File: config.mk
export PLATFORM = sky130hd
export DESIGN_NAME = smart_cargo_tx_status_flat
export DESIGN_NICKNAME = d
export VERILOG_FILES = /design/src/rtl/smart_cargo_tx_pkg.sv /design/src/rtl/smart_cargo_tx_status_if.sv /design/src/rtl/tx_serial_8n1.sv /design/src/rtl/smart_cargo_tx_status.sv /design/src/flat_wrapper.sv
export SDC_FILE = /design/constraint.sdc
export NUM_CORES = 1
export LEC_CHECK = 0
export CORE_MARGIN = 1
export CORE_UTILIZATION = 44
export DETAILED_ROUTE_END_ITERATION = 8
export HOLD_SLACK_MARGIN = 0.15
export PLACE_DENSITY = 0.71
export SYNTH_ARGS = -nofsm -noshare
export SYNTH_HDL_FRONTEND = slang
export SYNTH_SLANG_ARGS = --single-unit
File: constraint.sdc
create_clock -name clock -period 2.7 [get_ports clock]
set_clock_uncertainty 0.2 [all_clocks]
set_input_delay 0.54 -clock clock [delete_from_list [all_inputs] [get_ports clock]]
set_output_delay 0.54 -clock clock [all_outputs]
set_load 0.005 [all_outputs]
File: src/rtl/smart_cargo_tx_pkg.sv
// Shared types and constants for the cargo-elevator status transmitter.
// Framer/serialiser state codes, frame bytes and the ASCII hex helper.
package smart_cargo_tx_pkg;

  typedef enum logic [3:0] {
    OCIOSO  = 4'd0,
    CARREGA = 4'd1,
    ESPERA  = 4'd2,
    FIM     = 4'd3
  } framer_t;

  typedef enum logic [1:0] {
    REPOUSO,
    INICIO,
    DADOS,
    PARADA
  } ser_t;

  typedef struct packed {
    logic [1:0] andar;
    logic [1:0] prox;
    logic [3:0] flags;
  } snap_t;

  localparam logic [7:0] FRAME_SOF = 8'h23;
  localparam logic [7:0] FRAME_EOF = 8'h0A;
  localparam int         FRAME_LEN = 5;

  function automatic logic [7:0] hex_ascii(input logic [3:0] n);
    if (n <= 4'd9)
      return 8'h30 + {4'd0, n};
    else
      return 8'h37 + {4'd0, n};
  endfunction

endpackage

File: src/rtl/smart_cargo_tx_status_if.sv
// Status inputs and serial/debug outputs of the status transmitter.
// master drives the snapshot inputs, slave is the transmitter.
interface smart_cargo_tx_status_if;
  logic       envia;
  logic [1:0] andar_atual;
  logic [1:0] prox_parada;
  logic [3:0] flags;
  logic       TX;
  logic       ocupado;
  logic       pronto;
  logic [3:0] db_estado;

  modport master (
    output envia, andar_atual, prox_parada, flags,
    input  TX, ocupado, pronto, db_estado
  );

  modport slave (
    input  envia, andar_atual, prox_parada, flags,
    output TX, ocupado, pronto, db_estado
  );
endinterface

File: src/rtl/tx_serial_8n1.sv
// UART 8N1 byte serialiser, LSB first, idle high.
// done pulses in the last cycle of the stop bit.
module tx_serial_8n1
  import smart_cargo_tx_pkg::*;
#(
  parameter int CLKS_PER_BIT = 434
) (
  input  logic       clock,
  input  logic       reset,
  input  logic       start,
  input  logic [7:0] dado,
  output logic       TX,
  output logic       done,
  output logic       busy
);

  localparam int CW = $clog2(CLKS_PER_BIT);
  localparam logic [CW-1:0] LAST = CW'(CLKS_PER_BIT - 1);

  ser_t          r_st, w_st_n;
  logic [CW-1:0] r_cnt;
  logic [2:0]    r_bit;
  logic [7:0]    r_dado;
  logic          w_tick;

  assign w_tick = (r_cnt == LAST);
  assign busy   = (r_st != REPOUSO);

  always_ff @(posedge clock or negedge reset) begin
    if (!reset) begin
      r_st   <= REPOUSO;
      r_cnt  <= '0;
      r_bit  <= '0;
      r_dado <= '0;
    end else begin
      r_st <= w_st_n;
      if (r_st == REPOUSO) begin
        r_cnt <= '0;
        r_bit <= '0;
        if (start) r_dado <= dado;
      end else begin
        r_cnt <= w_tick ? '0 : r_cnt + 1'b1;
        // bit index wraps 7->0 as the last data bit ends
        if (r_st == DADOS && w_tick) r_bit <= r_bit + 3'd1;
      end
    end
  end

  always_comb begin
    w_st_n = r_st;
    TX     = 1'b1;
    done   = 1'b0;
    unique case (r_st)
      REPOUSO: if (start) w_st_n = INICIO;
      INICIO: begin
        TX = 1'b0;
        if (w_tick) w_st_n = DADOS;
      end
      DADOS: begin
        TX = r_dado[r_bit];
        if (w_tick && r_bit == 3'd7) w_st_n = PARADA;
      end
      PARADA: begin
        if (w_tick) begin
          done   = 1'b1;
          w_st_n = REPOUSO;
        end
      end
      default: w_st_n = REPOUSO;
    endcase
  end

endmodule

File: src/rtl/smart_cargo_tx_status.sv
// Elevator status framer: snapshots floor/stop/flags on an envia rise
// and sends "#", floor, stop, hex flags, LF over UART 8N1.
module smart_cargo_tx_status
  import smart_cargo_tx_pkg::*;
#(
  parameter int CLKS_PER_BIT = 434
) (
  input  logic                    clock,
  input  logic                    reset,
  smart_cargo_tx_status_if.slave  bus
);

  localparam logic [2:0] LAST_IDX = 3'(FRAME_LEN - 1);

  framer_t    r_st, w_st_n;
  logic       r_env_s, r_env_q, w_rise;
  logic       r_pend, w_pend_n;
  logic       w_load, w_inc;
  snap_t      r_snap;
  logic [2:0] r_idx;
  logic       r_start;
  logic [7:0] w_byte;
  logic       w_done, w_busy, w_tx;

  assign w_rise = r_env_s & ~r_env_q;

  always_ff @(posedge clock or negedge reset) begin
    if (!reset) begin
      r_env_s <= 1'b0;
      r_env_q <= 1'b0;
      r_st    <= OCIOSO;
      r_pend  <= 1'b0;
      r_snap  <= '0;
      r_idx   <= '0;
      r_start <= 1'b0;
    end else begin
      r_env_s <= bus.envia;
      r_env_q <= r_env_s;
      r_st    <= w_st_n;
      r_pend  <= w_pend_n;
      // start is registered so each byte gets a 2-cycle idle gap
      r_start <= (r_st == CARREGA);
      if (w_load) begin
        r_snap <= '{andar: bus.andar_atual,
                    prox:  bus.prox_parada,
                    flags: bus.flags};
        r_idx  <= '0;
      end else if (w_inc) begin
        r_idx <= r_idx + 3'd1;
      end
    end
  end

  always_comb begin
    w_st_n   = r_st;
    w_pend_n = r_pend;
    w_load   = 1'b0;
    w_inc    = 1'b0;
    unique case (r_st)
      OCIOSO: begin
        if (w_rise) begin
          w_load = 1'b1;
          w_st_n = CARREGA;
        end
      end
      CARREGA: begin
        if (w_rise) w_pend_n = 1'b1;
        w_st_n = ESPERA;
      end
      ESPERA: begin
        if (w_rise) w_pend_n = 1'b1;
        if (w_done) begin
          if (r_idx < LAST_IDX) begin
            w_inc  = 1'b1;
            w_st_n = CARREGA;
          end else begin
            w_st_n = FIM;
          end
        end
      end
      FIM: begin
        if (r_pend || w_rise) begin
          w_pend_n = 1'b0;
          w_load   = 1'b1;
          w_st_n   = CARREGA;
        end else begin
          w_st_n = OCIOSO;
        end
      end
      default: w_st_n = OCIOSO;
    endcase
  end

  always_comb begin
    unique case (r_idx)
      3'd0:    w_byte = FRAME_SOF;
      3'd1:    w_byte = 8'h30 + {6'd0, r_snap.andar};
      3'd2:    w_byte = 8'h30 + {6'd0, r_snap.prox};
      3'd3:    w_byte = hex_ascii(r_snap.flags);
      default: w_byte = FRAME_EOF;
    endcase
  end

  tx_serial_8n1 #(
    .CLKS_PER_BIT(CLKS_PER_BIT)
  ) u_ser (
    .clock(clock),
    .reset(reset),
    .start(r_start),
    .dado (w_byte),
    .TX   (w_tx),
    .done (w_done),
    .busy (w_busy)
  );

  assign bus.TX        = w_tx;
  assign bus.pronto    = (r_st == FIM);
  assign bus.db_estado = r_st;
  assign bus.ocupado   = (r_st == CARREGA) || (r_st == ESPERA) ||
                         ((r_st == FIM) && (r_pend || w_rise));

endmodule

File: src/flat_wrapper.sv
// flat-port wrapper written by rule: the top's interface ports become plain ports
module smart_cargo_tx_status_flat import smart_cargo_tx_pkg::*;
#(
  parameter int CLKS_PER_BIT = 434
)
  (clock, reset, bus_envia, bus_andar_atual, bus_prox_parada, bus_flags, bus_TX, bus_ocupado, bus_pronto, bus_db_estado);
  smart_cargo_tx_status_if bus_i ();
  input  logic clock;
  input  logic reset;
  input wire logic [$bits(bus_i.envia)-1:0] bus_envia;
  input wire logic [$bits(bus_i.andar_atual)-1:0] bus_andar_atual;
  input wire logic [$bits(bus_i.prox_parada)-1:0] bus_prox_parada;
  input wire logic [$bits(bus_i.flags)-1:0] bus_flags;
  output wire logic [$bits(bus_i.TX)-1:0] bus_TX;
  output wire logic [$bits(bus_i.ocupado)-1:0] bus_ocupado;
  output wire logic [$bits(bus_i.pronto)-1:0] bus_pronto;
  output wire logic [$bits(bus_i.db_estado)-1:0] bus_db_estado;
  assign bus_i.envia = bus_envia;
  assign bus_i.andar_atual = bus_andar_atual;
  assign bus_i.prox_parada = bus_prox_parada;
  assign bus_i.flags = bus_flags;
  assign bus_TX = bus_i.TX;
  assign bus_ocupado = bus_i.ocupado;
  assign bus_pronto = bus_i.pronto;
  assign bus_db_estado = bus_i.db_estado;
  smart_cargo_tx_status #(.CLKS_PER_BIT(CLKS_PER_BIT)) u_core (.clock(clock), .reset(reset), .bus(bus_i));
endmodule
==> results of run 1 <==
## how the worst min path moves through the flow
stage	from	end	cells past startpoint
floorplan	reset	u_core.bus.db_estado[0]	0
global placement	u_core.r_env_s	u_core.r_env_q	0
detailed placement	u_core.r_env_s	u_core.r_env_q	0
CTS	reset	u_core.r_pend	1
global route	u_core.r_env_s	u_core.r_env_q	0
finish	reset	u_core.r_idx[2]	1
## registers in the layout (all words and copies together), names as in the netlist
signal	count
u_core.r_idx	3
u_core.r_env_s	1
u_core.r_snap	8
u_core.r_start	1
u_core.u_ser.r_bit	3
u_core.bus.db_estado	2
u_core.r_env_q	1
u_core.u_ser.r_st	2
u_core.r_pend	1
u_core.u_ser.r_cnt	9
u_core.u_ser.r_dado	7
## cell families (layout without fill, tap and decap cells)
| family | after synthesis | count (layout) | synth area share [%] |
|---|---|---|---|
| AOI/OAI and AO/OA | 36 | 36 | 11.59 |
| buffers and inverters | 17 | 34 | 3.620 |
| xor gates and xnor gates | 9 | 9 | 3.802 |
| DFF | 38 | 38 | 45.87 |
| other | 1 | 2 | 0.1809 |
| muxes | 15 | 15 | 8.449 |
| and+or+nand+nor | 58 | 58 | 15.03 |
| adders and majority gates | 19 | 19 | 11.47 |
## routing by layer
layer / vias up / wire length [um] / part of all wire, % / global-route usage, %
met3: 5 / 94 / 2.7 / 4.416
met4: 0 / 87 / 2.5 / 8.889
met5: - / 0 / 0 / 0
met2: 17 / 1567 / 46 / 24.70
li1: 708 / - / - / -
met1: 680 / 1688 / 49 / 20.28
## cells in the mapped netlist (2+ instances only)
cell type	count	area (um2)
nor2_1	21	78.83
xor2_1	4	35.03
and2_1	2	12.51
nand3_1	4	20.02
a21oi_1	8	40.04
mux2_2	10	112.6
a221oi_1	2	17.52
buf_4	2	15.01
nor2b_1	3	18.77
o21ai_0	9	45.04
inv_1	11	41.29
nand2_1	10	37.54
dfrtp_1	38	950.9
nand2b_1	3	18.77
a2bb2oi_1	3	26.28
o21a_1	2	15.01
o211ai_1	3	22.52
mux2i_1	4	40.04
ha_1	19	237.7
nor3_1	4	20.02
xnor2_1	5	43.79
o32a_1	2	20.02
buf_2	3	15.01
## through the flow
stage / utilization [%] / total power, mW
global placement: 50.87 / 1.735
global route: 52.98 / 2.298
finish: 52.98 / 2.109
floorplan: - / 1.485
CTS: 52.76 / 2.149
detailed placement: 50.87 / 1.757
## critical path: stages (launching register included)
cell and delay, ns:
dfrtp_1 0.42, inv_1 0.08, ha_1 0.31, nand2b_1 0.11, clkdlybuf4s50_1 0.49
## cell type report
cell class              count  area share [%]
flip-flops and latches     38           40.44
repair buffers             17           6.908
well taps                  52           2.763
multi-input cells         139           44.63
clock buffers               6           3.507
inverters                  11           1.753
## where the power goes
group          switching (mW)  internal [mW]  leakage [nW]  total (mW)
clock                   0.179          0.197        0.0431       0.376
combinational           0.403          0.459         0.525       0.862
sequential              0.138          0.733         0.477       0.871
## what timing repair did
action | CTS | global route
endpoints found under the setup margin | 1 | 1
buffers inserted | 0 | 1
hold buffers | 0 | 0
gates resized for setup | 1 | 1
==> flow_metrics.py, run 1 <==
metrics = {
    "run_status": {
        "status": "completed",
    },
    "sta": {
        "worst_pin_slew_ns": 0.8364,
        "fmax_ghz": 0.4112,
        "tns_ns": 0,
        "setup_viol": 0,
        "fin_crit_ns": 2.432,
        "slew_viol_final": 0,
        "final.period_utilization_pct": 90.08,
        "slew_headroom_pct": 44.24,
        "fin_ws_ns": 0.2679,
        "rsz0062_at_grt": "no",
        "hold_viol": 0,
        "whs_ns": 0.1589,
    },
    "synthesis": {
        "synth_top_flop_cell": "dfrtp_1",
        "ys_ff_latch": 38,
        "seq_area_frac_synth_pct": 45.87,
        "synth-edff-count": 0,
        "ys_types": 44,
        "ys_warn_count": 0,
        "synthesis.area_um2": 2073,
        "syn_avg_cell_area_um2": 10.74,
        "ys_async_sr_fraction_pct": 100.0,
        "syn_inst": 193,
    },
    "placement": {
        "place_area_um2": 2261,
        "dp_slack_ns": 0.2911,
        "placedCellCount": 256,
        "globalplace.congestion": 0.8483,
        "port_buffers": 15,
        "hpwl_mm": 2.495,
    },
    "detailed_routing": {
        "via_per_inst": 5.361,
        "ant_nets": 0,
        "drcViolationCount": 0,
        "routed_wl_mm": 3.437,
        "dr_total_vias": 1410,
        "drtPass1Iterations": 4,
        "dr.first_iter.drc_count": 75,
        "wl_per_cell_um": 13.07,
    },
    "setup_path": {
        "worstPathArrival_ns": 1.69,
        "crit_path_max_fanout": 5,
        "ff2ff_path_depth": 6,
        "worst-r2r-setup-slack_ns": 0.55,
        "path_class": "register to output pin",
        "start_kind": "register",
        "endpoint": "bus_ocupado",
        "worst_ep_required_time_ns": 1.96,
        "endpoint_kind": "output pin",
        "r2r_start": "u_core.u_ser.r_st[0]",
        "r2r_end": "u_core.u_ser.r_dado[1]",
        "cp-startpoint": "u_core.bus.db_estado[1]",
    },
    "cells_and_area": {
        "nNetsFinal": 242,
        "final_common_cell": "dfrtp_1",
        "syn2layout_area_growth_pct": 13.58,
        "multi_input_area_um2": 1051,
        "drive_gt1_share_pct": 13.27,
        "insertedDiodeCount": 0,
        "stdcell_count": 263,
        "seq_area_um2": 952.2,
        "fillers": 396,
        "layout_common_cells": "dfrtp_1, nor2_1, ha_1",
        "final_cell_area_um2": 2355,
    },
    "die": {
        "die_area_um2": 4991,
        "start_util_pct": 46.65,
        "fp.dieW_um": 70.65,
        "die_y_um": 70.65,
        "ios": 18,
        "core-area_um2": 4444,
        "rows": 24,
    },
    "clock_tree": {
        "cts.sinks": 38,
        "cts_buffers": 5,
        "path_clk_slew_ns": 0.07,
        "clock_path_buffers": 2,
        "cts_root_buf": "clkbuf_8",
        "cts_tree": "built",
        "insertion_delay_ns": 0.28,
        "cts-htree-levels": 2,
    },
    "global_routing": {
        "antenna_found_initial": 0,
        "grt_max_degree": 39,
        "grt_pass1_vias": 1369,
        "gr-total-overflow": 0,
        "grt_pass1_wl_mm": 6.078,
        "grt_use_total_pct": 15.93,
    },
    "pwr": {
        "p_leak_nw": 1.045,
        "ir_worst_vdd_v": 0.0005460,
        "p_per_area_nw_per_um2": 895.5,
    },
    "min_path": {
        "hp-class": "input pin to async pin",
    },
    "run": {
        "maxCapViolCount": 0,
    },
}
(Power assumes the default switching activity.)
==> run 2, diff against run 1 <==
- CTS_CLUSTER_SIZE: unset -> 28
==> results of run 2 <==
The final DEF is identical to that of run 1; final timing and power are the same.
==> run 3, diff against run 2 <==
- CTS_BUF_LIST: unset -> sky130_fd_sc_hd__clkbuf_8
- TNS_END_PERCENT: unset -> 10
==> results of run 3 <==
The final DEF is identical to that of run 1; final timing and power are the same.
